**config.mk**
```make
export PLATFORM = sky130hd
export DESIGN_NAME = keypad_entry_flat
export DESIGN_NICKNAME = d
export VERILOG_FILES = /design/src/rtl/keypad_entry_if.sv /design/src/rtl/keypad_entry.sv /design/src/flat_wrapper.sv
export SDC_FILE = /design/constraint.sdc
export NUM_CORES = 1
export LEC_CHECK = 0
export CORE_UTILIZATION = 52
export CTS_BUF_LIST = sky130_fd_sc_hd__clkbuf_4
export DETAILED_ROUTE_END_ITERATION = 16
export PLACE_DENSITY = 0.91
export SKIP_CTS_REPAIR_TIMING = 1
export SYNTH_ARGS = -nofsm -noshare
export SYNTH_HDL_FRONTEND = slang
export SYNTH_SLANG_ARGS = --single-unit
export TNS_END_PERCENT = 1
```
**constraint.sdc**
```tcl
create_clock -name clk -period 5.65 [get_ports clk]
set_input_delay 1.13 -clock clk [delete_from_list [all_inputs] [get_ports clk]]
set_output_delay 1.13 -clock clk [all_outputs]
set_load 0.01 [all_outputs]
```
**src/rtl/keypad_entry_if.sv**
```systemverilog
// Scanner-to-entry bus: per-frame scan result in, debounced key events and entry buffer out.
// master = scanner/consumer side, slave = keypad_entry.
interface keypad_entry_if;
   logic        scan_valid;
   logic        key_hit;
   logic [3:0]  key_code;
   logic        key_event;
   logic [3:0]  key_out;
   logic        key_held;
   logic [15:0] digits;
   logic [2:0]  digit_count;

   modport master (
      output scan_valid,
      output key_hit,
      output key_code,
      input  key_event,
      input  key_out,
      input  key_held,
      input  digits,
      input  digit_count
   );

   modport slave (
      input  scan_valid,
      input  key_hit,
      input  key_code,
      output key_event,
      output key_out,
      output key_held,
      output digits,
      output digit_count
   );
endinterface

```
**src/rtl/keypad_entry.sv**
```systemverilog
// keypad_entry: debounces keypad scan frames into single key events and keeps a 4-digit hex entry buffer.
// Define KEY_REPEAT_EN to enable auto-repeat while a key stays held.
module keypad_entry #(
   parameter int STABLE_FRAMES = 4,
   parameter int REPEAT_DELAY  = 100,
   parameter int REPEAT_RATE   = 25
) (
   input  logic          clk,
   input  logic          clr_n,
   keypad_entry_if.slave kp
);

   localparam bit PARAMS_OK = (STABLE_FRAMES >= 1) && (STABLE_FRAMES <= 15) &&
                              (REPEAT_DELAY >= 1) && (REPEAT_DELAY <= 255) &&
                              (REPEAT_RATE >= 1) && (REPEAT_RATE <= 255);

   generate
      if (!PARAMS_OK) begin : g_bad_params
         $error("keypad_entry: parameter out of legal range");
      end
   endgenerate

   localparam logic [3:0] STABLE_LAST = 4'(STABLE_FRAMES - 1);

   typedef enum logic [1:0] {
      IDLE  = 2'd0,
      PRESS = 2'd1,
      HELD  = 2'd2,
      REL   = 2'd3
   } state_t;

   state_t     state;
   logic [3:0] cand;
   logic [3:0] cnt;

`ifdef KEY_REPEAT_EN
   localparam logic [7:0] DELAY_T = 8'(REPEAT_DELAY);
   localparam logic [7:0] RATE_T  = 8'(REPEAT_RATE);

   logic [7:0] rpt;
   logic       rpt_first;
   logic [7:0] rpt_next;
   logic [7:0] rpt_target;

   assign rpt_next   = rpt + 8'd1;
   assign rpt_target = rpt_first ? DELAY_T : RATE_T;
`endif

   // Digit keys shift in at the low end; backspace drops the newest digit.
   function automatic logic [15:0] next_digits(input logic [3:0]  code,
                                               input logic [15:0] d,
                                               input logic [2:0]  n);
      next_digits = d;
      if (code <= 4'h9) begin
         next_digits = {d[11:0], code};
      end else if (code == 4'hE) begin
         if (n != 3'd0) begin
            next_digits = {4'h0, d[15:4]};
         end
      end else if (code == 4'hF) begin
         next_digits = 16'h0000;
      end
   endfunction

   function automatic logic [2:0] next_count(input logic [3:0] code,
                                             input logic [2:0] n);
      next_count = n;
      if (code <= 4'h9) begin
         next_count = (n == 3'd4) ? 3'd4 : n + 3'd1;
      end else if (code == 4'hE) begin
         next_count = (n == 3'd0) ? 3'd0 : n - 3'd1;
      end else if (code == 4'hF) begin
         next_count = 3'd0;
      end
   endfunction

   // Debounce FSM; every event site applies the same buffer update so outputs move together.
   always_ff @(posedge clk or negedge clr_n) begin
      if (!clr_n) begin
         state          <= IDLE;
         cand           <= 4'h0;
         cnt            <= 4'h0;
         kp.key_event   <= 1'b0;
         kp.key_out     <= 4'h0;
         kp.key_held    <= 1'b0;
         kp.digits      <= 16'h0000;
         kp.digit_count <= 3'd0;
`ifdef KEY_REPEAT_EN
         rpt            <= 8'd0;
         rpt_first      <= 1'b1;
`endif
      end else begin
         kp.key_event <= 1'b0;
         if (kp.scan_valid) begin
            case (state)
               IDLE: begin
                  if (kp.key_hit) begin
                     cand <= kp.key_code;
                     if (STABLE_FRAMES == 1) begin
                        state          <= HELD;
                        cnt            <= 4'h0;
                        kp.key_event   <= 1'b1;
                        kp.key_out     <= kp.key_code;
                        kp.key_held    <= 1'b1;
                        kp.digits      <= next_digits(kp.key_code, kp.digits, kp.digit_count);
                        kp.digit_count <= next_count(kp.key_code, kp.digit_count);
`ifdef KEY_REPEAT_EN
                        rpt            <= 8'd0;
                        rpt_first      <= 1'b1;
`endif
                     end else begin
                        state <= PRESS;
                        cnt   <= 4'h1;
                     end
                  end
               end

               PRESS: begin
                  if (kp.key_hit && (kp.key_code == cand)) begin
                     if (cnt == STABLE_LAST) begin
                        state          <= HELD;
                        cnt            <= 4'h0;
                        kp.key_event   <= 1'b1;
                        kp.key_out     <= cand;
                        kp.key_held    <= 1'b1;
                        kp.digits      <= next_digits(cand, kp.digits, kp.digit_count);
                        kp.digit_count <= next_count(cand, kp.digit_count);
`ifdef KEY_REPEAT_EN
                        rpt            <= 8'd0;
                        rpt_first      <= 1'b1;
`endif
                     end else begin
                        cnt <= cnt + 4'h1;
                     end
                  end else begin
                     state <= IDLE;
                     cnt   <= 4'h0;
                  end
               end

               // A different code while held is ignored: no rollover to a second key.
               HELD: begin
                  if (!kp.key_hit) begin
                     if (STABLE_FRAMES == 1) begin
                        state       <= IDLE;
                        cnt         <= 4'h0;
                        kp.key_held <= 1'b0;
                     end else begin
                        state <= REL;
                        cnt   <= 4'h1;
                     end
                  end
`ifdef KEY_REPEAT_EN
                  else if (kp.key_code == cand) begin
                     if (rpt_next == rpt_target) begin
                        rpt            <= 8'd0;
                        rpt_first      <= 1'b0;
                        kp.key_event   <= 1'b1;
                        kp.key_out     <= cand;
                        kp.digits      <= next_digits(cand, kp.digits, kp.digit_count);
                        kp.digit_count <= next_count(cand, kp.digit_count);
                     end else begin
                        rpt <= rpt_next;
                     end
                  end
`endif
               end

               REL: begin
                  if (kp.key_hit) begin
                     state <= HELD;
                     cnt   <= 4'h0;
`ifdef KEY_REPEAT_EN
                     rpt       <= 8'd0;
                     rpt_first <= 1'b1;
`endif
                  end else if (cnt == STABLE_LAST) begin
                     state       <= IDLE;
                     cnt         <= 4'h0;
                     kp.key_held <= 1'b0;
                  end else begin
                     cnt <= cnt + 4'h1;
                  end
               end

               default: begin
                  state <= IDLE;
                  cnt   <= 4'h0;
               end
            endcase
         end
      end
   end

endmodule

```
**src/flat_wrapper.sv**
```systemverilog
// flat-port wrapper written by rule: the top's interface ports become plain ports
module keypad_entry_flat 
#(
   parameter int STABLE_FRAMES = 4,
   parameter int REPEAT_DELAY  = 100,
   parameter int REPEAT_RATE   = 25
)
  (clk, clr_n, kp_scan_valid, kp_key_hit, kp_key_code, kp_key_event, kp_key_out, kp_key_held, kp_digits, kp_digit_count);
  keypad_entry_if kp_i ();
  input  logic clk;
  input  logic clr_n;
  input wire logic [$bits(kp_i.scan_valid)-1:0] kp_scan_valid;
  input wire logic [$bits(kp_i.key_hit)-1:0] kp_key_hit;
  input wire logic [$bits(kp_i.key_code)-1:0] kp_key_code;
  output wire logic [$bits(kp_i.key_event)-1:0] kp_key_event;
  output wire logic [$bits(kp_i.key_out)-1:0] kp_key_out;
  output wire logic [$bits(kp_i.key_held)-1:0] kp_key_held;
  output wire logic [$bits(kp_i.digits)-1:0] kp_digits;
  output wire logic [$bits(kp_i.digit_count)-1:0] kp_digit_count;
  assign kp_i.scan_valid = kp_scan_valid;
  assign kp_i.key_hit = kp_key_hit;
  assign kp_i.key_code = kp_key_code;
  assign kp_key_event = kp_i.key_event;
  assign kp_key_out = kp_i.key_out;
  assign kp_key_held = kp_i.key_held;
  assign kp_digits = kp_i.digits;
  assign kp_digit_count = kp_i.digit_count;
  keypad_entry #(.STABLE_FRAMES(STABLE_FRAMES), .REPEAT_DELAY(REPEAT_DELAY), .REPEAT_RATE(REPEAT_RATE)) u_core (.clk(clk), .clr_n(clr_n), .kp(kp_i));
endmodule
```
==> impl_metrics.toml <==
[finish]
multi_input_area_um2 = 931
layout-drive-gt1-share_pct = 14.7
regArea_um2 = 876
num-fill-cells = 270
diodes = 0
nNetsFinal = 216
syn_to_final_growth_pct = 20.2

[worst_setup_path]
path_cells = "clkdlybuf4s50_1 -> o21ai_0 -> a2111o_1 -> a311oi_4 -> mux2_2"
crit_type = "input port to register"
crit_buf_inv = 1
arrival_ns = 3.62
worstPathMaxFanout = 16
reg2reg_slack_ns = 2.86
critical-path-max-stage-delay_ns = 0.91
r2r_end = "u_core.kp.digits[2]"
crit_path_top_delay_cell = "a311oi_4"
crit_family = "compound AO/OA/AOI/OAI gates"
end_kind = "register"
crit_required_ns = 5.89
reg2reg_depth = 6
worst_r2r_startpoint = "u_core.cnt[0]"
crit_path_start_kind = "input port"

[logic_synthesis]
synth_top_family_by_area = "multiplexers"
syn_inst = 171
ys_seq_area_share_pct = 46.0
postSynthAreaPerCell_um2 = 11.1
ys.flop_type = "dfrtp_1"
synth-seq-cells = 35
yosysWarnings = 0
synth.distinct_cells = 39
synth-xor-area-share_pct = 0.919
ys_async_sr_fraction_pct = 100
synth-simple-area-share_pct = 11.6
syn-num-nets = 183
synthMuxAreaShare_pct = 16.9
synth_edf_count = 0
synthAdderAreaFrac_pct = 2.63
syn_area_um2 = 1910
synth_compound_area_share_pct = 16.8

[hold_path]
hold_class = "register to register"
min_to = "u_core.kp.key_held"
hold_start = "u_core.kp.key_held"
min_path_cells = 2

[timing]
fin_crit_ns = 3.38
worstMarginPinSlew_ns = 1.03
max_freq_ghz = 0.295
holdWs_ns = 0.512
finClkSkew_ns = 0.0139
final_hold_viol_count = 0
setup_tns_ns = 0
period_share_pct = 59.9
max_slew_margin_pct = 31.2
rsz0062_at_grt = "false"
finalSetupViolations = 0
maxSlewViolCount = 0

[power_and_ir_drop]
p_comb_share_pct = 28.5
power_switching_uw = 224
power_leakage_uw = 0.00102
p_total_uw = 621
p_int_uw = 397
swShare_pct = 36.1
ir_worst_vdd_mv = 0.158
power_frac_clock_pct = 20.4
seqPwrFrac_pct = 51.1
powerDensity_nw_per_um2 = 271

[floorplanning]
die_area_um2 = 3910
die_x_um = 62.5
ios = 33
fp.dieH_um = 62.5
rows = 21
initial_core_util_pct = 55.8
core_region_area_um2 = 3420

[placed_design]
place_congestion = 0.774
dp_hpwl_um = 2550
place.port_buffers = 32

[detailed_routing]
post_drt_wl_per_cell_um = 14.8
drt_wl_total_um = 3700
routed-via-count = 1405
first_iter_violations = 76
drc = 0
ant_nets = 0
viasPerCell = 5.62
dr.pass1.iters = 4

[global_route]
antenna_found_initial = 0
grt_pass1_wl_um = 6100
grt_start_max_net_pins = 36
grtUsageTotal_pct = 20.1
grt_pass1_vias = 1295
grt_overflow_total = 0

[clocking]
cts_buffer_depth = 2
cts-root-buf = "clkbuf_4"
cts-buffers-inserted = 5
cts_max_level = 2
tritoncts = "done"
path_clk_slew_ns = 0.11
clk-insertion-delay-late_ns = 0.36
cts.sinks = 35

[outcome]
outcome = "finished, final reports clean"

[job]
drv_cap = 0
==> cells in the mapped netlist, drive strengths merged (4+ instances only) <==
cell type / number / area [um^2]
dfrtp: 35 / 876
mux2: 19 / 251
nand2: 14 / 52.6
inv: 12 / 45.0
o21ai: 12 / 60.1
a22o: 11 / 96.3
nor2: 9 / 33.8
mux2i: 7 / 70.1
nor2b: 6 / 37.5
buf: 5 / 42.5
a21oi: 4 / 20.0
ha: 4 / 50.1
nand3: 4 / 20.0
==> cell usage in the layout (no fill, tap or decap), drive strengths merged, types with 3 or more instances in the layout <==
cell           synthesis  final
dfrtp                 35     35
clkdlybuf4s50          0     32
mux2                  19     19
nand2                 14     14
inv                   12     12
o21ai                 12     12
a22o                  11     11
nor2                   9      9
mux2i                  7      7
nor2b                  6      6
clkbuf                 3      5
nand3                  4      4
a21oi                  4      4
ha                     4      4
nor3b                  3      3
nand2b                 3      3
==> power groups by stage <==
stage | clock network (uW) | logic (uW) | registers [uW]
after global routing | 139 | 198 | 324
final | 127 | 177 | 318
after global placement | 0 | 167 | 321
after detailed placement | 0 | 175 | 322
after CTS | 129 | 176 | 317
after floorplan | 0 | 159 | 296
==> final cells by class <==
class                      instances  share of cell area, %
clock buffer                       5                   1.64
sequential                        35                   38.2
multi-input combinational        116                   40.6
inverter                          12                   1.97
clock inverter                     2                  0.382
timing repair buffer              34                   14.6
tap                               46                   2.51
==> flip-flops by register name, indices dropped and copies added (netlist names) <==
register,count
u_core.kp.key_held,1
u_core.state,2
u_core.cnt,4
u_core.kp.digits,16
u_core.kp.key_event,1
u_core.kp.digit_count,3
u_core.cand,4
u_core.kp.key_out,4
==> metrics by stage <==
step                area, um^2  worst slack [ns]  utilization [%]  cells
floorplan                 1910              2.89                -    171
finish                    2290              2.27             67.1    250
detailed placement        2240              1.89             65.7    243
CTS                       2290              2.26             67.1    250
global route              2290              2.18             67.1    250
global placement          2240              1.92             65.7    243
==> cells by family after synthesis <==
kind of cell	after synthesis
muxes	26
and+or+nand+nor	44
AOI/OAI and AO/OA	40
buffers and inverters	20
xor gates and xnor gates	2
DFF	35
adders and majority gates	4
==> how the worst max path moves through the flow <==
| stage | from | endpoint | slack [ns] | depth (start not counted) |
|---|---|---|---|---|
| after CTS | kp_key_code[1] | u_core.kp.digits[2] | 2.26 | 5 |
| after detailed placement | kp_key_code[1] | u_core.kp.digits[2] | 1.89 | 5 |
| final | kp_key_code[1] | u_core.kp.digits[2] | 2.27 | 5 |
| after global placement | kp_key_code[1] | u_core.kp.digits[5] | 1.92 | 5 |
| after floorplan | kp_key_code[0] | u_core.kp.digits[10] | 2.89 | 6 |
| after global routing | kp_key_hit | u_core.kp.digits[1] | 2.18 | 6 |
==> routing by layer <==
metal,GRT usage (%),up-vias,share of wire [%]
met5,0,-,0
met4,7.56,0,1.4
met3,7.66,5,5.9
met2,30.4,36,47
met1,25.9,689,46
li1,-,675,-
==> tightest hold or removal path: cells and delay by family, from the launching register on <==
kind,cells,cell delay [ns]
AO/OA/AOI/OAI,1,0.07
AND/OR/NAND/NOR,1,0.06
flip-flops,1,0.36
No activity file was read; power rests on OpenSTA's default activity.
